## src/rtl/pipeline_ctrl_pkg.sv

```systemverilog
// Shared types for the pipeline stall/flush sequencer.
package pipeline_ctrl_pkg;

   localparam int PC_W = 64;

   // Stage indices into the per-stage control bundle.
   localparam int STG_F   = 0;
   localparam int STG_D   = 1;
   localparam int STG_E   = 2;
   localparam int STG_M   = 3;
   localparam int STG_W   = 4;
   localparam int STG_NUM = 5;

   typedef enum logic {
      RUN  = 1'b0,
      PEND = 1'b1
   } ctrl_state_t;

   typedef struct packed {
      logic stall;
      logic flush;
   } pipe_ctl_t;

endpackage

```

## src/rtl/pipeline_ctrl_if.sv

```systemverilog
// Hazard/status inputs and per-stage control outputs of the sequencer.
// master: the pipeline datapath; slave: pipeline_ctrl.
interface pipeline_ctrl_if #(
   parameter int CNT_W = 64,
   parameter int REG_W = 5
);
   import pipeline_ctrl_pkg::*;

   logic              i_busy;
   logic              d_busy;
   logic              exe_busy;
   logic              jumpD;
   logic [PC_W-1:0]   pcsrcD;
   logic [REG_W-1:0]  ra1D;
   logic [REG_W-1:0]  ra2D;
   logic [REG_W-1:0]  dstE;
   logic              memreadE;

   logic              stallF;
   logic              stallD;
   logic              stallE;
   logic              stallM;
   logic              flushD;
   logic              flushE;
   logic              flushM;
   logic              flushW;
   logic              redirect_valid;
   logic [PC_W-1:0]   redirect_pc;
   logic [CNT_W-1:0]  stall_cnt;
   logic [CNT_W-1:0]  flush_cnt;

   modport master (
      output i_busy, d_busy, exe_busy, jumpD, pcsrcD, ra1D, ra2D, dstE, memreadE,
      input  stallF, stallD, stallE, stallM, flushD, flushE, flushM, flushW,
      input  redirect_valid, redirect_pc, stall_cnt, flush_cnt
   );

   modport slave (
      input  i_busy, d_busy, exe_busy, jumpD, pcsrcD, ra1D, ra2D, dstE, memreadE,
      output stallF, stallD, stallE, stallM, flushD, flushE, flushM, flushW,
      output redirect_valid, redirect_pc, stall_cnt, flush_cnt
   );

endinterface

```

## src/rtl/pipeline_ctrl_hazard_detect.sv

```systemverilog
// Load-use detect: the E-stage load writes a register that decode reads.
// x0 is never a real dependency.
module hazard_detect #(
   parameter int REG_W = 5
) (
   input  logic             memreadE,
   input  logic [REG_W-1:0] dstE,
   input  logic [REG_W-1:0] ra1D,
   input  logic [REG_W-1:0] ra2D,
   output logic             lu
);

   // Combinational source/destination compare.
   always_comb begin
      lu = memreadE && (dstE != '0) && ((dstE == ra1D) || (dstE == ra2D));
   end

endmodule

```

## src/rtl/pipeline_ctrl.sv

```systemverilog
// Central stall/flush sequencer for the F/D/E/M/W pipeline.
//
// state | meaning
// ------+-----------------------------------------------------------------
// RUN   | normal flow; a decode jump redirects fetch at once if it is idle
// PEND  | jump seen while fetch was busy; pend_pc waits for fetch to finish
module pipeline_ctrl
   import pipeline_ctrl_pkg::*;
#(
   parameter int CNT_W = 64,
   parameter int REG_W = 5
) (
   input  logic            clk,
   input  logic            reset,
   pipeline_ctrl_if.slave  bus
);

   ctrl_state_t       state;
   ctrl_state_t       state_nxt;
   logic [PC_W-1:0]   pend_pc;
   logic [PC_W-1:0]   pend_pc_nxt;
   logic [CNT_W-1:0]  stall_cnt;
   logic [CNT_W-1:0]  flush_cnt;
   pipe_ctl_t         ctl [STG_NUM];
   logic              redirect_valid;
   logic [PC_W-1:0]   redirect_pc;
   logic              lu;

   hazard_detect #(.REG_W(REG_W)) u_hazard (
      .memreadE (bus.memreadE),
      .dstE     (bus.dstE),
      .ra1D     (bus.ra1D),
      .ra2D     (bus.ra2D),
      .lu       (lu)
   );

   // Priority resolution of stalls/bubbles and next-state for the redirect FSM.
   // Outputs are forced quiet while reset is asserted.
   always_comb begin
      for (int s = 0; s < STG_NUM; s++) begin
         ctl[s] = '0;
      end
      redirect_valid = 1'b0;
      redirect_pc    = '0;
      state_nxt      = state;
      pend_pc_nxt    = pend_pc;

      if (reset) begin
         state_nxt = RUN;
      end else if (bus.d_busy) begin
         ctl[STG_F].stall = 1'b1;
         ctl[STG_D].stall = 1'b1;
         ctl[STG_E].stall = 1'b1;
         ctl[STG_M].stall = 1'b1;
         ctl[STG_W].flush = 1'b1;
      end else if (bus.exe_busy) begin
         ctl[STG_F].stall = 1'b1;
         ctl[STG_D].stall = 1'b1;
         ctl[STG_E].stall = 1'b1;
         ctl[STG_M].flush = 1'b1;
      end else if (lu) begin
         // Jump is dropped here; decode re-resolves it once the load forwards.
         ctl[STG_F].stall = 1'b1;
         ctl[STG_D].stall = 1'b1;
         ctl[STG_E].flush = 1'b1;
      end else begin
         ctl[STG_F].stall = bus.i_busy;
         unique case (state)
            RUN: begin
               if (bus.jumpD) begin
                  ctl[STG_D].flush = 1'b1;
                  if (bus.i_busy) begin
                     // Fetch cannot be retargeted mid-request; park the target.
                     pend_pc_nxt = bus.pcsrcD;
                     state_nxt   = PEND;
                  end else begin
                     redirect_valid = 1'b1;
                     redirect_pc    = bus.pcsrcD;
                  end
               end else if (bus.i_busy) begin
                  ctl[STG_D].flush = 1'b1;
               end
            end
            PEND: begin
               // D holds a bubble in PEND, so jumpD is meaningless here.
               ctl[STG_D].flush = 1'b1;
               if (!bus.i_busy) begin
                  redirect_valid = 1'b1;
                  redirect_pc    = pend_pc;
                  state_nxt      = RUN;
               end
            end
            default: state_nxt = RUN;
         endcase
      end
   end

   // FSM state, parked target and performance counters.
   always_ff @(posedge clk) begin
      if (reset) begin
         state     <= RUN;
         pend_pc   <= '0;
         stall_cnt <= '0;
         flush_cnt <= '0;
      end else begin
         state     <= state_nxt;
         pend_pc   <= pend_pc_nxt;
         stall_cnt <= stall_cnt + CNT_W'(ctl[STG_D].stall);
         flush_cnt <= flush_cnt + CNT_W'(redirect_valid);
      end
   end

   assign bus.stallF         = ctl[STG_F].stall;
   assign bus.stallD         = ctl[STG_D].stall;
   assign bus.stallE         = ctl[STG_E].stall;
   assign bus.stallM         = ctl[STG_M].stall;
   assign bus.flushD         = ctl[STG_D].flush;
   assign bus.flushE         = ctl[STG_E].flush;
   assign bus.flushM         = ctl[STG_M].flush;
   assign bus.flushW         = ctl[STG_W].flush;
   assign bus.redirect_valid = redirect_valid;
   assign bus.redirect_pc    = redirect_pc;
   assign bus.stall_cnt      = stall_cnt;
   assign bus.flush_cnt      = flush_cnt;

endmodule

```

## src/flat_wrapper.sv

```systemverilog
// flat-port wrapper written by rule: the top's interface ports become plain ports
module pipeline_ctrl_flat import pipeline_ctrl_pkg::*;
#(
   parameter int CNT_W = 64,
   parameter int REG_W = 5
)
  (clk, reset, bus_i_busy, bus_d_busy, bus_exe_busy, bus_jumpD, bus_pcsrcD, bus_ra1D, bus_ra2D, bus_dstE, bus_memreadE, bus_stallF, bus_stallD, bus_stallE, bus_stallM, bus_flushD, bus_flushE, bus_flushM, bus_flushW, bus_redirect_valid, bus_redirect_pc, bus_stall_cnt, bus_flush_cnt);
  pipeline_ctrl_if #(.CNT_W(CNT_W), .REG_W(REG_W)) bus_i ();
  input  logic clk;
  input  logic reset;
  input wire logic [$bits(bus_i.i_busy)-1:0] bus_i_busy;
  input wire logic [$bits(bus_i.d_busy)-1:0] bus_d_busy;
  input wire logic [$bits(bus_i.exe_busy)-1:0] bus_exe_busy;
  input wire logic [$bits(bus_i.jumpD)-1:0] bus_jumpD;
  input wire logic [$bits(bus_i.pcsrcD)-1:0] bus_pcsrcD;
  input wire logic [$bits(bus_i.ra1D)-1:0] bus_ra1D;
  input wire logic [$bits(bus_i.ra2D)-1:0] bus_ra2D;
  input wire logic [$bits(bus_i.dstE)-1:0] bus_dstE;
  input wire logic [$bits(bus_i.memreadE)-1:0] bus_memreadE;
  output wire logic [$bits(bus_i.stallF)-1:0] bus_stallF;
  output wire logic [$bits(bus_i.stallD)-1:0] bus_stallD;
  output wire logic [$bits(bus_i.stallE)-1:0] bus_stallE;
  output wire logic [$bits(bus_i.stallM)-1:0] bus_stallM;
  output wire logic [$bits(bus_i.flushD)-1:0] bus_flushD;
  output wire logic [$bits(bus_i.flushE)-1:0] bus_flushE;
  output wire logic [$bits(bus_i.flushM)-1:0] bus_flushM;
  output wire logic [$bits(bus_i.flushW)-1:0] bus_flushW;
  output wire logic [$bits(bus_i.redirect_valid)-1:0] bus_redirect_valid;
  output wire logic [$bits(bus_i.redirect_pc)-1:0] bus_redirect_pc;
  output wire logic [$bits(bus_i.stall_cnt)-1:0] bus_stall_cnt;
  output wire logic [$bits(bus_i.flush_cnt)-1:0] bus_flush_cnt;
  assign bus_i.i_busy = bus_i_busy;
  assign bus_i.d_busy = bus_d_busy;
  assign bus_i.exe_busy = bus_exe_busy;
  assign bus_i.jumpD = bus_jumpD;
  assign bus_i.pcsrcD = bus_pcsrcD;
  assign bus_i.ra1D = bus_ra1D;
  assign bus_i.ra2D = bus_ra2D;
  assign bus_i.dstE = bus_dstE;
  assign bus_i.memreadE = bus_memreadE;
  assign bus_stallF = bus_i.stallF;
  assign bus_stallD = bus_i.stallD;
  assign bus_stallE = bus_i.stallE;
  assign bus_stallM = bus_i.stallM;
  assign bus_flushD = bus_i.flushD;
  assign bus_flushE = bus_i.flushE;
  assign bus_flushM = bus_i.flushM;
  assign bus_flushW = bus_i.flushW;
  assign bus_redirect_valid = bus_i.redirect_valid;
  assign bus_redirect_pc = bus_i.redirect_pc;
  assign bus_stall_cnt = bus_i.stall_cnt;
  assign bus_flush_cnt = bus_i.flush_cnt;
  pipeline_ctrl #(.CNT_W(CNT_W), .REG_W(REG_W)) u_core (.clk(clk), .reset(reset), .bus(bus_i));
endmodule
```

## config.mk

```make
export PLATFORM = sky130hd
export DESIGN_NAME = pipeline_ctrl_flat
export DESIGN_NICKNAME = d
export VERILOG_FILES = /design/src/rtl/pipeline_ctrl_pkg.sv /design/src/rtl/pipeline_ctrl_if.sv /design/src/rtl/pipeline_ctrl_hazard_detect.sv /design/src/rtl/pipeline_ctrl.sv /design/src/flat_wrapper.sv
export SDC_FILE = /design/constraint.sdc
export NUM_CORES = 1
export LEC_CHECK = 0
export CAP_MARGIN = 5
export CORE_ASPECT_RATIO = 1.4
export CORE_MARGIN = 4
export CORE_UTILIZATION = 29
export DETAILED_ROUTE_END_ITERATION = 8
export PLACE_DENSITY = 0.51
export SYNTH_ARGS = -nofsm -noshare
export SYNTH_HDL_FRONTEND = slang
export SYNTH_SLANG_ARGS = --single-unit
```

## constraint.sdc

```tcl
create_clock -name clk -period 4.9 [get_ports clk]
set_input_delay 0.735 -clock clk [delete_from_list [all_inputs] [get_ports clk]]
set_output_delay 0.735 -clock clk [all_outputs]
set_load 0.01 [all_outputs]
```

* Word level (Yosys, flattened, before mapping)
Cells that the tools add are included.
** Cells by class
- $add $sub $neg :: 2
- Equality and inequality tests :: 2
- Muxes and demuxes :: 38
- Bitwise logic cells :: 4
- Reduce and logical (&&, ||, !) cells :: 6
** Operators by type and width (count)
- 64-bit two-way mux :: 7
- 64-bit by 1-bit adder with 64-bit output :: 2
- 64-bit case mux with 2 select lines :: 1
- 1-bit two-way mux :: 26
- 5-bit == test :: 2
- 6-bit two-way mux :: 1
- 1-bit case mux with 2 select lines :: 3
- 6-bit AND reduction :: 1
- 5-bit nonzero test :: 1
- 1-bit NOT :: 4
- 3-bit AND reduction :: 1
- 1-bit logical AND :: 2
- 1-bit logical OR :: 1
** Storage, ports and cells
- Flip-flop bits (word level) :: 193
- Bits of input ports :: 86
- Output and inout bits :: 201
- Logic and storage cells :: 56

* Logic depth before layout (Yosys ltp)
Gate-level depths: netlist (run 1).
- Word-level depth :: 8
- Gate-level depth with buffers :: 15
- Depth with buffers taken out :: 12

* Cells and area by module
A second synthesis (run 1) with hierarchy kept.
** Second synthesis, totals
- Cell total of the unflattened synthesis :: 1178
- Area, all modules :: 9392.8 µm²
** By module, submodules not included
- pipeline_ctrl :: instances 1, cells an instance 1161, area each 9267.6 µm²
- hazard_detect :: instances 1, cells an instance 17, area each 125.1 µm²

* Worst setup path before layout (run 1)
Ideal clock, no wire load.
- Path kind :: input -> register
- Start :: in bus_dstE[3]
- End :: reg u_core.stall_cnt[60] (netlist: u_core.bus.stall_cnt[60])
- Setup time :: 70 ps
- Arrival time :: 3728 ps
- Required time :: 4830 ps
- Path slack :: 1101 ps
- Cell stages on the path :: 13
- Path buffers :: 1
- Path through :: xor2_1 nor3_1 a22oi_1 or2_2 a21oi_1 ha_1 ha_1 nand3_1 nor4_4 nand4_2 buf_6 or4_1 a21oi_1
** Between the ends
- Longest elaborated chain between the ends :: 8
- Elaborated cells on any way between the ends :: 11
- Classes of those cells :: 1 x add/sub; 2 x eq/ne; 4 x mux; 4 x reduce/logical
** RTL lines
- from (decl) :: RTL line flat_wrapper.sv:18 : input wire logic [$bits(bus_i.dstE)-1:0] bus_dstE;
- 5-bit == test or 5-bit nonzero test (tied branches) :: RTL line pipeline_ctrl_hazard_detect.sv:15 : lu = memreadE && (dstE != '0) && ((dstE == ra1D) || (dstE == ra2D));
- 1-bit logical OR or 1-bit logical AND (tied branches) :: RTL line pipeline_ctrl_hazard_detect.sv:15
- 1-bit logical AND (*) :: RTL line pipeline_ctrl_hazard_detect.sv:15
- 1-bit two-way mux (*) :: RTL line pipeline_ctrl.sv:61 : end else if (lu) begin
- 1-bit two-way mux (*) :: RTL line pipeline_ctrl.sv:56 : end else if (bus.exe_busy) begin
- 1-bit two-way mux (*) :: RTL line pipeline_ctrl.sv:50 : end else if (bus.d_busy) begin
- 6-bit two-way mux (*) :: RTL line pipeline_ctrl.sv:48 : if (reset) begin
- via bus_stallD :: RTL line flat_wrapper.sv:21 : output wire logic [$bits(bus_i.stallD)-1:0] bus_stallD;
- 64-bit by 1-bit adder with 64-bit output (*) :: RTL line pipeline_ctrl.sv:108 : stall_cnt <= stall_cnt + CNT_W'(ctl[STG_D].stall);
- to (signal assigned) :: RTL line pipeline_ctrl.sv:108
- to (decl) :: RTL line pipeline_ctrl.sv:22 : logic [CNT_W-1:0] stall_cnt;
The timed path passes the listed nets; every way through them passes the cells marked *.
A chain may end at the register's enable or synchronous reset.

* Final worst setup path (run 1)
- Start :: in bus_dstE[3]
- End :: reg u_core.stall_cnt[56] (netlist: u_core.bus.stall_cnt[56])
** Between the ends
- Longest elaborated chain between the ends :: 8
- Elaborated cells on any way between the ends :: 11
- Classes of those cells :: 1 x add/sub; 2 x eq/ne; 4 x mux; 4 x reduce/logical
** RTL lines (RTL line)
- 5-bit == test or 5-bit nonzero test (tied branches) :: pipeline_ctrl_hazard_detect.sv:15
- 1-bit logical OR or 1-bit logical AND (tied branches) :: pipeline_ctrl_hazard_detect.sv:15
- 1-bit logical AND (*) :: pipeline_ctrl_hazard_detect.sv:15
- 1-bit two-way mux (*) :: pipeline_ctrl.sv:61
- 1-bit two-way mux (*) :: pipeline_ctrl.sv:56
- 1-bit two-way mux (*) :: pipeline_ctrl.sv:50
- 6-bit two-way mux (*) :: pipeline_ctrl.sv:48
- 64-bit by 1-bit adder with 64-bit output (*) :: pipeline_ctrl.sv:108
Mark *: on every way between the ends. The rest lies on a longest branch, timed or not.

==> results of run 1 <==
## registers in the layout (all words and copies together), names as in the netlist
signal / flops
u_core.bus.flush_cnt: 64
u_core.bus.stall_cnt: 64
u_core.pend_pc: 64
u_core.state: 1
## final timing paths
| kind | to | startpoint | cells past startpoint |
|---|---|---|---|
| worst max-delay path | u_core.bus.stall_cnt[56]$_SDFF_PP0_ | bus_dstE[3] | 13 |
| worst min-delay path | u_core.pend_pc[61]$_SDFFE_PP0P_ | u_core.pend_pc[61]$_SDFFE_PP0P_ | 2 |
| worst max register to register | u_core.bus.flush_cnt[62]$_SDFF_PP0_ | u_core.state$_SDFFE_PP0P_ | 12 |
| worst min register to register | u_core.pend_pc[61]$_SDFFE_PP0P_ | u_core.pend_pc[61]$_SDFFE_PP0P_ | 2 |
## power breakdown
part | internal [W] | leakage (nW) | total (W) | switching, W
sequential | 0.00158 | 1.56 | 0.00160 | 0.0000153
combinational | 0.000133 | 2.54 | 0.000256 | 0.000123
clock | 0.000748 | 0.275 | 0.00138 | 0.000631
total | 0.00246 | 4.37 | 0.00323 | 0.000769
## routing by layer
layer	track usage [%]	part of all wire, %	wire [um]	up-vias
li1	-	-	-	4675
met1	19.1	41	12600	4297
met2	27.2	47	14300	247
met3	7.96	10	3090	25
met4	4.76	1.5	455	0
met5	0	0	0	-
## cells by family after synthesis
kind of cell	count (synthesis)
mux	128
compound gates	139
fa+ha+maj	4
flops	193
buf+inv	84
simple gates	558
xor+xnor	67
## synthesized netlist by cell type
cell / number / area share [%]
nor3b_1: 1 / 0.077
a21oi_1: 65 / 3.3
o2111ai_1: 1 / 0.090
nor4_1: 7 / 0.45
buf_2: 10 / 0.52
nand3_2: 1 / 0.10
buf_4: 3 / 0.23
ha_1: 4 / 0.52
clkbuf_1: 52 / 2.0
a221oi_1: 1 / 0.090
nand3_1: 46 / 2.4
inv_2: 1 / 0.039
dfxtp_1: 193 / 40
inv_1: 16 / 0.62
o31ai_1: 36 / 2.8
nand4_2: 5 / 0.64
buf_6: 1 / 0.12
nor3_4: 1 / 0.17
nand2_1: 176 / 6.8
nor2_2: 2 / 0.13
o21ai_0: 28 / 1.4
and4_1: 8 / 0.72
buf_1: 1 / 0.039
nor3_1: 16 / 0.82
o21a_1: 1 / 0.077
or2_0: 1 / 0.064
nor2_1: 143 / 5.5
nand4_1: 48 / 3.1
and2_1: 2 / 0.13
a22oi_1: 1 / 0.077
xnor2_1: 16 / 1.4
and3_1: 17 / 1.1
nor4_4: 2 / 0.44
nor2b_1: 5 / 0.32
o211ai_1: 5 / 0.39
or4_1: 41 / 3.2
nor3_2: 1 / 0.10
nor4_2: 2 / 0.26
mux2i_1: 128 / 13
or2_2: 3 / 0.19
or3_1: 30 / 1.9
o21ai_1: 1 / 0.051
xor2_1: 51 / 4.6
## cell type report
cell class              instances  share of cell area, %
clock buffers                  26                   3.89
clock inverters                 6                  0.331
inverters                      17                  0.488
multi-input cells             896                   40.7
flip-flops and latches        193                   28.4
well taps                     445                   4.09
repair buffers                303                   22.1
## critical path, delay by kind of cell
kind	cells	cell delay [ns]
xor gates and xnor gates	1	0.19
buffers and inverters	1	0.48
and+or+nand+nor	6	2.24
adders and majority gates	2	0.57
AOI/OAI and AO/OA	3	0.46
## metrics by stage
stage | cells | setup slack, ns | power [W] | utilization [%]
floorplan | 1173 | 1.10 | 0.00175 | -
global placement | 1854 | 0.186 | 0.00189 | 39.2
detailed placement | 1854 | 0.100 | 0.00189 | 39.2
CTS | 1886 | 0.562 | 0.00330 | 40.9
global route | 1886 | 0.289 | 0.00338 | 40.9
finish | 1886 | 0.576 | 0.00323 | 40.9
==> metrics.txt, run 1 <==
# TYPE chip_impl_metric gauge
chip_impl_info{name="outcome",value="complete, no violations"} 1
chip_impl_info{name="worst_setup_path_start_kind",value="primary input"} 1
chip_impl_metric{name="wirelength",unit="um"} 30500
chip_impl_metric{name="route.detailed.drc",unit=""} 0
chip_impl_info{name="hold_path.class",value="register to register"} 1
chip_impl_metric{name="antenna_violations_before_repair",unit=""} 0
chip_impl_metric{name="fin_worst_skew",unit="ns"} 0.0108
chip_impl_metric{name="dr.first_iter.drc_count",unit=""} 422
chip_impl_metric{name="core.rowCount",unit=""} 79
chip_impl_metric{name="boundaryPins",unit=""} 287
chip_impl_metric{name="first_global_vias",unit=""} 9159
chip_impl_metric{name="final.period_utilization",unit="%"} 88.3
chip_impl_metric{name="cts.hold.buffers_added",unit=""} 0
chip_impl_metric{name="floorplan.initialDensity",unit="%"} 29.3
chip_impl_metric{name="worst-endpoint-required",unit="ns"} 5.26
chip_impl_info{name="clk_root_buffer_cell",value="clkbuf_16"} 1
chip_impl_info{name="dominant_combinational_cell_family_by_area_after_synthesis",value="simple AND/OR/NAND/NOR gates"} 1
chip_impl_info{name="worst-setup-path-type",value="primary input to register"} 1
chip_impl_metric{name="whs",unit="ns"} 0.458
chip_impl_metric{name="ys_seq_area_share",unit="%"} 39.8
chip_impl_metric{name="route.detailed.vias_per_inst",unit=""} 4.90
chip_impl_metric{name="timing.final.crit_period",unit="ns"} 4.32
chip_impl_metric{name="detail_route.wl_per_cell",unit="um"} 16.2
chip_impl_metric{name="hold_violations",unit=""} 0
chip_impl_metric{name="worst_path_fanout_max",unit=""} 23
chip_impl_metric{name="worst-slew-pin-transition",unit="ns"} 0.997
chip_impl_metric{name="synthesis.area_per_instance",unit="um2"} 8.28
chip_impl_metric{name="synth_simple_gate_area_share",unit="%"} 28.6
chip_impl_metric{name="totalNegativeSetupSlack",unit="ns"} 0
chip_impl_info{name="final_cell_mix",value="285 x clkdlybuf4s50_1, 192 x dfxtp_1, 176 x nand2_1"} 1
chip_impl_metric{name="finish.net_count",unit=""} 1518
chip_impl_metric{name="first_pass_iters",unit=""} 4
chip_impl_metric{name="placedInstanceArea",unit="um2"} 13000
chip_impl_metric{name="final-setup-viol-count",unit=""} 0
chip_impl_metric{name="synth_mux_area_share",unit="%"} 13.2
chip_impl_metric{name="fillCellCount",unit=""} 3419
chip_impl_metric{name="antenna_violating_nets_post_route",unit=""} 0
chip_impl_info{name="rsz_0062_raised_after_global_routing",value="no"} 1
chip_impl_metric{name="synth_fa_ha_area_share",unit="%"} 0.515
chip_impl_metric{name="count_of_synthesis_stage_warnings_from_yosys",unit=""} 0
chip_impl_metric{name="postSynthCellCount",unit=""} 1173
chip_impl_metric{name="detailedPlacementHpwl",unit="um"} 22200
chip_impl_metric{name="areaGrowthSynthToFinish",unit="%"} 39.9
chip_impl_metric{name="grt_remaining_overflow",unit=""} 0
chip_impl_metric{name="count_of_input_and_output_buffers",unit=""} 286
chip_impl_metric{name="htreeDepth",unit=""} 4
chip_impl_metric{name="cts_sinks",unit=""} 193
chip_impl_metric{name="postCtsSetupRepairBufs",unit=""} 0
chip_impl_metric{name="maxCapViolations",unit=""} 0
chip_impl_metric{name="fmaxAchievable",unit="GHz"} 0.231
chip_impl_metric{name="die-area",unit="um2"} 36500
chip_impl_metric{name="die_x",unit="um"} 163
chip_impl_metric{name="place_congestion",unit=""} 0.805
chip_impl_metric{name="timing.final.max_slew_violations",unit=""} 0
chip_impl_metric{name="total_non_filler_cell_area_in_the_finished_layout",unit="um2"} 13600
chip_impl_metric{name="net_count_after_synthesis",unit=""} 1263
chip_impl_info{name="crit_chain",value="clkdlybuf4s50_1, xor2_1, nor3_1, a22oi_1, or2_2, a21oi_1, ha_1, ha_1, nand3_1, nor4_4, nand4_2, or4_1, a21oi_1"} 1
chip_impl_metric{name="timing.max_slew.rel_slack",unit="%"} 33.5
chip_impl_metric{name="area.sequential",unit="um2"} 3870
chip_impl_metric{name="grt_util_all_layers",unit="%"} 16.5
chip_impl_metric{name="synth.ff_latch_count",unit=""} 193
chip_impl_metric{name="fp.dieH",unit="um"} 225
chip_impl_metric{name="synth_cell_types",unit=""} 43
chip_impl_metric{name="cts_buffer_depth",unit=""} 2
chip_impl_metric{name="worstSkewPairLatency",unit="ns"} 0.44
chip_impl_metric{name="p_leak",unit="nW"} 4.37
chip_impl_info{name="cpMaxStageDelayCell",value="or4_1"} 1
chip_impl_metric{name="layout-drive-gt1-share",unit="%"} 4.79
chip_impl_metric{name="clock_pin_slew_of_the_registers_on_the_worst_case_setup_and_hold_paths",unit="ns"} 0.07
chip_impl_metric{name="wp_data_arrival",unit="ns"} 4.69
chip_impl_info{name="worstSetupEndpointType",value="register"} 1
chip_impl_metric{name="cpPeakStageDelay",unit="ns"} 0.64
chip_impl_metric{name="diodes",unit=""} 0
chip_impl_metric{name="cts_buffers",unit=""} 17
chip_impl_metric{name="routed-via-count",unit=""} 9244
chip_impl_metric{name="power_density",unit="nW/um2"} 238
chip_impl_metric{name="syn_area",unit="um2"} 9720
chip_impl_metric{name="r2r_slack",unit="ns"} 1.58
chip_impl_info{name="final_common_cell",value="clkdlybuf4s50_1"} 1
chip_impl_metric{name="grt_max_degree",unit=""} 90
chip_impl_metric{name="multiInputGateArea",unit="um2"} 5530
chip_impl_metric{name="grt_pass1_wl",unit="um"} 49100
chip_impl_metric{name="synthXorXnorAreaFrac",unit="%"} 6.04
chip_impl_metric{name="synth_compound_area_share",unit="%"} 8.34
chip_impl_metric{name="post_cts_resize_count",unit=""} 0
chip_impl_metric{name="core_area",unit="um2"} 33200
chip_impl_metric{name="ir_drop_worst_vdd",unit="mV"} 0.201
chip_impl_info{name="cts_tree",value="done"} 1
Note: power is estimated with default switching activity, not from simulation.
==> run 2: changes to the inputs <==
--- a/config.mk
+++ b/config.mk
@@ -10,7 +10,8 @@
 export CORE_MARGIN = 4
 export CORE_UTILIZATION = 29
 export DETAILED_ROUTE_END_ITERATION = 8
-export PLACE_DENSITY = 0.51
+export PLACE_DENSITY = 0.52
+export RECOVER_POWER = 50
 export SYNTH_ARGS = -nofsm -noshare
 export SYNTH_HDL_FRONTEND = slang
 export SYNTH_SLANG_ARGS = --single-unit
==> run 2 against run 1 <==
The flow now finishes with violations (max-capacitance violations, max-slew violations). Clock skew increased by 0.0043 ns. Wire length barely moved. Sequential power about the same. Non-clock buffer count is 3 lower. Register-to-register slack improved by 0.32 ns. Highest routed layer unchanged. Largest power group unchanged. Via count up 0.49%. Critical path depth fell by 6.
==> metrics.txt, run 2 (synthesis gave the netlist of run 1 again) <==
# TYPE chip_impl_metric gauge
chip_impl_metric{name="antenna_violations_before_repair",unit=""} 0
chip_impl_metric{name="routed-via-count",unit=""} 9289
chip_impl_metric{name="wirelength",unit="um"} 30500
chip_impl_metric{name="core.rowCount",unit=""} 79
chip_impl_metric{name="grt_util_all_layers",unit="%"} 16.4
chip_impl_metric{name="first_pass_iters",unit=""} 5
chip_impl_metric{name="grt_max_degree",unit=""} 103
chip_impl_metric{name="maxCapViolations",unit=""} 1
chip_impl_metric{name="count_of_input_and_output_buffers",unit=""} 286
chip_impl_metric{name="dp.cells",unit=""} 1851
chip_impl_metric{name="worst_hold_path.num_cells",unit=""} 2
chip_impl_metric{name="r2r_slack",unit="ns"} 1.90
chip_impl_metric{name="place_congestion",unit=""} 0.791
chip_impl_metric{name="worst-endpoint-required",unit="ns"} 4.16
chip_impl_info{name="final_common_cell",value="dfxtp_1"} 1
chip_impl_metric{name="first_global_vias",unit=""} 9055
chip_impl_metric{name="layoutNonFillerInstCount",unit=""} 1883
chip_impl_metric{name="p_leak",unit="nW"} 4.82
chip_impl_metric{name="power_density",unit="nW/um2"} 238
chip_impl_metric{name="dr.first_iter.drc_count",unit=""} 507
chip_impl_info{name="timing.rr.start",value="u_core.state$_SDFFE_PP0P_"} 1
chip_impl_metric{name="cts_sinks",unit=""} 193
chip_impl_metric{name="timing.final.crit_period",unit="ns"} 4.53
chip_impl_metric{name="route.detailed.vias_per_inst",unit=""} 4.93
chip_impl_metric{name="die-area",unit="um2"} 36500
chip_impl_metric{name="cts.hold.buffers_added",unit=""} 0
chip_impl_info{name="worstSetupEndpointType",value="output pin"} 1
chip_impl_metric{name="antenna_violating_nets_post_route",unit=""} 0
chip_impl_info{name="layout_top_registers",value="u_core.bus.flush_cnt (64), u_core.bus.stall_cnt (64), u_core.pend_pc (64)"} 1
chip_impl_metric{name="route.detailed.drc",unit=""} 0
chip_impl_info{name="top_layer",value="met4"} 1
chip_impl_metric{name="ir_drop_worst_vdd",unit="mV"} 0.177
chip_impl_metric{name="final.period_utilization",unit="%"} 92.4
chip_impl_metric{name="wirelength_met1",unit="um"} 13100
chip_impl_metric{name="htreeDepth",unit=""} 4
chip_impl_metric{name="worstSkewPairLatency",unit="ns"} 0.44
chip_impl_info{name="hold_path.class",value="register to register"} 1
chip_impl_metric{name="cts_buffer_depth",unit=""} 2
chip_impl_info{name="min-delay-start",value="u_core.pend_pc[50]$_SDFFE_PP0P_"} 1
chip_impl_info{name="worstHoldEndpoint",value="u_core.pend_pc[50]$_SDFFE_PP0P_"} 1
chip_impl_metric{name="floorplan.initialDensity",unit="%"} 29.3
chip_impl_metric{name="fin_worst_skew",unit="ns"} 0.0150
chip_impl_metric{name="post_cts_resize_count",unit=""} 0
chip_impl_metric{name="detailedPlacementHpwl",unit="um"} 22100
chip_impl_metric{name="worst-slew-pin-transition",unit="ns"} 1.54
chip_impl_metric{name="timing.max_slew.rel_slack",unit="%"} -2.36
chip_impl_metric{name="fmaxAchievable",unit="GHz"} 0.221
chip_impl_info{name="rr_endpoint",value="u_core.bus.flush_cnt[54]$_SDFF_PP0_"} 1
chip_impl_info{name="worst_setup_path_start_kind",value="primary input"} 1
chip_impl_metric{name="wl_met2",unit="um"} 14400
chip_impl_metric{name="areaGrowthSynthToFinish",unit="%"} 39.4
chip_impl_metric{name="reg2regPathDepth",unit=""} 12
chip_impl_metric{name="detail_route.wl_per_cell",unit="um"} 16.2
chip_impl_metric{name="worst_path_fanout_max",unit=""} 64
chip_impl_info{name="final_cell_mix",value="192 x dfxtp_1, 176 x nand2_1, 157 x clkdlybuf4s50_1"} 1
chip_impl_metric{name="grt_pass1_wl",unit="um"} 48900
chip_impl_metric{name="hold_violations",unit=""} 0
chip_impl_metric{name="core_area",unit="um2"} 33200
chip_impl_metric{name="diodes",unit=""} 0
chip_impl_metric{name="fp.dieH",unit="um"} 225
chip_impl_metric{name="finish.net_count",unit=""} 1515
chip_impl_info{name="violations_in_the_final_reports",value="max-capacitance violations, max-slew violations"} 1
chip_impl_info{name="rsz_0062_raised_after_global_routing",value="no"} 1
chip_impl_info{name="clk_root_buffer_cell",value="clkbuf_16"} 1
chip_impl_info{name="cts_tree",value="done"} 1
chip_impl_metric{name="die_x",unit="um"} 163
chip_impl_metric{name="clock_pin_slew_of_the_registers_on_the_worst_case_setup_and_hold_paths",unit="ns"} 0.06
chip_impl_info{name="worst-setup-path-type",value="primary input to output pin"} 1
chip_impl_metric{name="timing.final.max_slew_violations",unit=""} 27
chip_impl_metric{name="postCtsSetupRepairBufs",unit=""} 0
chip_impl_metric{name="layout-drive-gt1-share",unit="%"} 4.52
chip_impl_metric{name="cts_buffers",unit=""} 17
chip_impl_metric{name="grt_remaining_overflow",unit=""} 0
chip_impl_metric{name="boundaryPins",unit=""} 287
chip_impl_metric{name="final-setup-viol-count",unit=""} 0
chip_impl_info{name="outcome",value="complete, but fails checks"} 1
chip_impl_metric{name="totalNegativeSetupSlack",unit="ns"} 0
chip_impl_metric{name="wp_data_arrival",unit="ns"} 3.79
chip_impl_metric{name="wl_met3",unit="um"} 2580
run 2: how the worst max path moves through the flow:
stage / start / endpoint / depth (start not counted)
floorplan: bus_dstE[3] / u_core.bus.stall_cnt[60]$_SDFF_PP0_ / 13
finish: bus_dstE[0] / bus_redirect_pc[47] / 7
global placement: bus_dstE[3] / u_core.bus.stall_cnt[38]$_SDFF_PP0_ / 14
CTS: bus_dstE[3] / bus_redirect_pc[8] / 7
global route: bus_dstE[3] / u_core.bus.stall_cnt[38]$_SDFF_PP0_ / 14
detailed placement: bus_dstE[3] / u_core.bus.stall_cnt[50]$_SDFF_PP0_ / 13
run 2: worst max-delay path, cell delays in order:
cell and delay (ns):
clkdlybuf4s50_1 0.47, or4_1 0.55, o21ai_0 0.60, o2111ai_4 0.18, buf_4 0.39, nor2_1 0.26, clkdlybuf4s50_1 0.57
run 2: cell type report:
type                    count  area [um2]
fillers                  3413       19700
clock buffers              21         460
inverters                  17        66.3
well taps                 445         557
clock inverters            11         104
repair buffers            300        2970
flip-flops and latches    193        3870
multi-input cells         896        5530
run 2: through the flow:
stage | hold slack (ns) | total power [W] | area (um2) | setup slack, ns | utilization [%]
after floorplan | 0.434 | 0.00175 | 9720 | 1.10 | -
after global placement | 0.442 | 0.00189 | 13000 | 0.129 | 39.1
after detailed placement | 0.447 | 0.00189 | 13000 | 0.0564 | 39.1
after CTS | 0.461 | 0.00329 | 13600 | 0.494 | 40.8
after global routing | 0.471 | 0.00337 | 13500 | 0.133 | 40.8
final | 0.458 | 0.00322 | 13500 | 0.370 | 40.8
run 2: where the power goes:
| part | total, W | internal [W] | switching [W] | leakage [nW] |
|---|---|---|---|---|
| sequential | 0.00159 | 0.00158 | 0.00000964 | 1.56 |
| combinational | 0.000259 | 0.000132 | 0.000127 | 2.98 |
| clock | 0.00138 | 0.000733 | 0.000642 | 0.280 |
| total | 0.00322 | 0.00245 | 0.000779 | 4.82 |
run 2: routing by layer:
| metal | vias to the layer above | global-route usage, % |
|---|---|---|
| met4 | 0 | 4.68 |
| li1 | 4673 | - |
| met2 | 243 | 27.1 |
| met3 | 21 | 6.78 |
| met1 | 4352 | 19.7 |
| met5 | - | 0 |
==> run 3: changes to the inputs <==
--- a/config.mk
+++ b/config.mk
@@ -6,11 +6,13 @@
 export NUM_CORES = 1
 export LEC_CHECK = 0
 export CAP_MARGIN = 5
+export CELL_PAD_IN_SITES_DETAIL_PLACEMENT = 0
+export CELL_PAD_IN_SITES_GLOBAL_PLACEMENT = 1
 export CORE_ASPECT_RATIO = 1.4
 export CORE_MARGIN = 4
 export CORE_UTILIZATION = 29
 export DETAILED_ROUTE_END_ITERATION = 8
-export PLACE_DENSITY = 0.52
+export PLACE_DENSITY = 0.67
 export RECOVER_POWER = 50
 export SYNTH_ARGS = -nofsm -noshare
 export SYNTH_HDL_FRONTEND = slang
==> constraint.sdc (replaced) <==
create_clock -name clk -period 4.9 [get_ports clk]
set_input_delay 0.98 -clock clk [delete_from_list [all_inputs] [get_ports clk]]
set_output_delay 0.98 -clock clk [all_outputs]
set_load 0.01 [all_outputs]
==> run 3 against run 2 <==
The run now ends clean. Register-to-register slack got worse by 0.31 ns. Final cell count up 0.48%. Non-clock buffer count increased by 10. Flip-flop and latch count stayed put. Wire length grew 1.6%. Die area is the same. Critical path depth increased by 2. Worst setup slack worse by 0.15 ns. Critical path type unchanged. Largest power group unchanged. Highest routed layer unchanged.
==> metrics.txt, run 3 (synthesis gave the netlist of run 1 again) <==
# TYPE chip_impl_metric gauge
chip_impl_info{name="outcome",value="complete, no violations"} 1
chip_impl_metric{name="antenna_violations_before_repair",unit=""} 0
chip_impl_metric{name="routed-via-count",unit=""} 9329
chip_impl_metric{name="final-setup-viol-count",unit=""} 0
chip_impl_metric{name="die_x",unit="um"} 163
chip_impl_metric{name="timing.final.max_slew_violations",unit=""} 0
chip_impl_metric{name="final.period_utilization",unit="%"} 95.5
chip_impl_metric{name="finish.net_count",unit=""} 1525
chip_impl_info{name="clk_root_buffer_cell",value="clkbuf_16"} 1
chip_impl_metric{name="antenna_violating_nets_post_route",unit=""} 0
chip_impl_metric{name="diodes",unit=""} 0
chip_impl_info{name="worst_setup_path_start_kind",value="primary input"} 1
chip_impl_metric{name="worst_hold_path.num_cells",unit=""} 2
chip_impl_metric{name="timing.final.ws_setup",unit="ns"} 0.219
chip_impl_info{name="worstSetupEndpointType",value="output pin"} 1
chip_impl_metric{name="worst-endpoint-required",unit="ns"} 3.92
chip_impl_metric{name="cts.hold.buffers_added",unit=""} 0
chip_impl_metric{name="p_leak",unit="nW"} 4.87
chip_impl_metric{name="timing.final.crit_period",unit="ns"} 4.68
chip_impl_metric{name="worst-slew-pin-transition",unit="ns"} 1.34
chip_impl_metric{name="fp.dieH",unit="um"} 225
chip_impl_metric{name="hold_violations",unit=""} 0
chip_impl_metric{name="place_congestion",unit=""} 0.771
chip_impl_info{name="final_cell_mix",value="192 x dfxtp_1, 176 x nand2_1, 157 x clkdlybuf4s50_1"} 1
chip_impl_info{name="worstHoldEndpoint",value="u_core.pend_pc[50]$_SDFFE_PP0P_"} 1
chip_impl_metric{name="count_of_input_and_output_buffers",unit=""} 286
chip_impl_metric{name="grt_max_degree",unit=""} 95
chip_impl_metric{name="first_global_vias",unit=""} 9078
chip_impl_info{name="hold_path.class",value="register to register"} 1
chip_impl_metric{name="cts_buffer_depth",unit=""} 2
chip_impl_metric{name="worst_path_fanout_max",unit=""} 43
chip_impl_metric{name="detail_route.wl_per_cell",unit="um"} 16.4
chip_impl_metric{name="dp.cells",unit=""} 1861
chip_impl_metric{name="first_pass_iters",unit=""} 4
chip_impl_metric{name="cts_sinks",unit=""} 193
chip_impl_metric{name="totalNegativeSetupSlack",unit="ns"} 0
chip_impl_metric{name="postCtsSetupRepairBufs",unit=""} 0
chip_impl_metric{name="timing.max_slew.rel_slack",unit="%"} 10.8
chip_impl_metric{name="power_density",unit="nW/um2"} 243
chip_impl_info{name="layout_top_registers",value="u_core.bus.flush_cnt (64), u_core.bus.stall_cnt (64), u_core.pend_pc (64)"} 1
chip_impl_metric{name="fmaxAchievable",unit="GHz"} 0.214
chip_impl_metric{name="htreeDepth",unit=""} 4
chip_impl_metric{name="dr.first_iter.drc_count",unit=""} 474
chip_impl_info{name="final_common_cell",value="dfxtp_1"} 1
chip_impl_metric{name="grt_pass1_wl",unit="um"} 49200
chip_impl_info{name="rsz_0062_raised_after_global_routing",value="no"} 1
chip_impl_info{name="timing.rr.start",value="u_core.state$_SDFFE_PP0P_"} 1
chip_impl_info{name="worst-setup-path-type",value="primary input to output pin"} 1
chip_impl_metric{name="cts_buffers",unit=""} 17
chip_impl_metric{name="ir_drop_worst_vdd",unit="mV"} 0.178
chip_impl_metric{name="clock_pin_slew_of_the_registers_on_the_worst_case_setup_and_hold_paths",unit="ns"} 0.07
chip_impl_metric{name="fin_worst_skew",unit="ns"} 0.0143
chip_impl_metric{name="wirelength",unit="um"} 31000
chip_impl_metric{name="route.detailed.vias_per_inst",unit=""} 4.93
chip_impl_metric{name="maxCapViolations",unit=""} 0
chip_impl_info{name="min-delay-start",value="u_core.pend_pc[50]$_SDFFE_PP0P_"} 1
chip_impl_metric{name="fillCellCount",unit=""} 3417
chip_impl_metric{name="grt_remaining_overflow",unit=""} 0
chip_impl_metric{name="layoutNonFillerInstCount",unit=""} 1892
chip_impl_info{name="cts_tree",value="done"} 1
chip_impl_metric{name="floorplan.initialDensity",unit="%"} 29.3
chip_impl_metric{name="post_cts_resize_count",unit=""} 0
chip_impl_metric{name="wp_data_arrival",unit="ns"} 3.70
chip_impl_metric{name="reg2regPathDepth",unit=""} 13
chip_impl_metric{name="detailedPlacementHpwl",unit="um"} 22600
chip_impl_metric{name="worstSkewPairLatency",unit="ns"} 0.45
chip_impl_metric{name="final_core_util",unit="%"} 41.1
chip_impl_metric{name="layout-drive-gt1-share",unit="%"} 4.98
chip_impl_metric{name="r2r_slack",unit="ns"} 1.59
chip_impl_metric{name="core.rowCount",unit=""} 79
chip_impl_metric{name="boundaryPins",unit=""} 287
chip_impl_metric{name="grt_util_all_layers",unit="%"} 16.6
chip_impl_info{name="rr_endpoint",value="u_core.bus.flush_cnt[36]$_SDFF_PP0_"} 1
chip_impl_metric{name="route.detailed.drc",unit=""} 0
chip_impl_metric{name="core_area",unit="um2"} 33200
chip_impl_metric{name="areaGrowthSynthToFinish",unit="%"} 40.6
chip_impl_metric{name="die-area",unit="um2"} 36500
chip_impl_metric{name="pre_cts_ws",unit="ns"} 0.118
run 3: cell count changes in the layout (fill, tap and decap cells not counted), sizes merged:
cell and change:
buf +8, bufinv +2, clkinv -2, clkinvlp +1
run 3: critical path: stages:
cell             delay, ns
clkdlybuf4s50_1       0.51
xor2_1                0.20
nor3_1                0.19
a22oi_1               0.13
buf_4                 0.17
o2111ai_4             0.34
buf_4                 0.49
nor2_1                0.11
clkdlybuf4s50_1       0.55
run 3: power by group:
part | internal, W | switching [W] | leakage [nW]
clock | 0.000806 | 0.000655 | 0.286
combinational | 0.000133 | 0.000131 | 3.03
sequential | 0.00158 | 0.00000787 | 1.56
run 3: metal layers:
| metal | track usage (%) | vias to the layer above | share of wire, % |
|---|---|---|---|
| met5 | 0 | - | 0 |
| met4 | 4.17 | 0 | 1.3 |
| met1 | 19.5 | 4349 | 42 |
| met3 | 6.64 | 28 | 8.7 |
| li1 | - | 4691 | - |
| met2 | 28.2 | 261 | 48 |
run 3: cell type report:
| class | count | area, um2 | share of cell area [%] |
|---|---|---|---|
| multi-input cells | 896 | 5530 | 40.4 |
| flip-flops and latches | 193 | 3870 | 28.3 |
| repair buffers | 310 | 3060 | 22.4 |
| well taps | 445 | 557 | 4.08 |
| clock buffers | 19 | 433 | 3.17 |
| clock inverters | 12 | 158 | 1.15 |
| inverters | 17 | 66.3 | 0.485 |
run 3: worst max-delay path by stage:
| stage | start | end | slack [ns] | depth (start not counted) |
|---|---|---|---|---|
| final | bus_dstE[3] | bus_redirect_pc[55] | 0.22 | 9 |
| after global routing | bus_dstE[3] | bus_redirect_pc[27] | 0.09 | 9 |
| after CTS | bus_dstE[3] | bus_redirect_pc[30] | 0.18 | 9 |
| after detailed placement | bus_dstE[3] | u_core.bus.stall_cnt[62]$_SDFF_PP0_ | 0.12 | 14 |
| after global placement | bus_dstE[3] | bus_redirect_pc[30] | 0.16 | 7 |
| after floorplan | bus_dstE[3] | u_core.bus.stall_cnt[60]$_SDFF_PP0_ | 0.86 | 13 |
run 3: stage by stage:
stage | instance area, um2 | power, W | hold WS, ns
3_5_place_dp | 13100 | 0.00189 | 0.449
3_3_place_gp | 13100 | 0.00189 | 0.442
4_1_cts | 13700 | 0.00337 | 0.461
2_1_floorplan | 9720 | 0.00175 | 0.434
6_report | 13700 | 0.00331 | 0.458
5_1_grt | 13700 | 0.00345 | 0.476
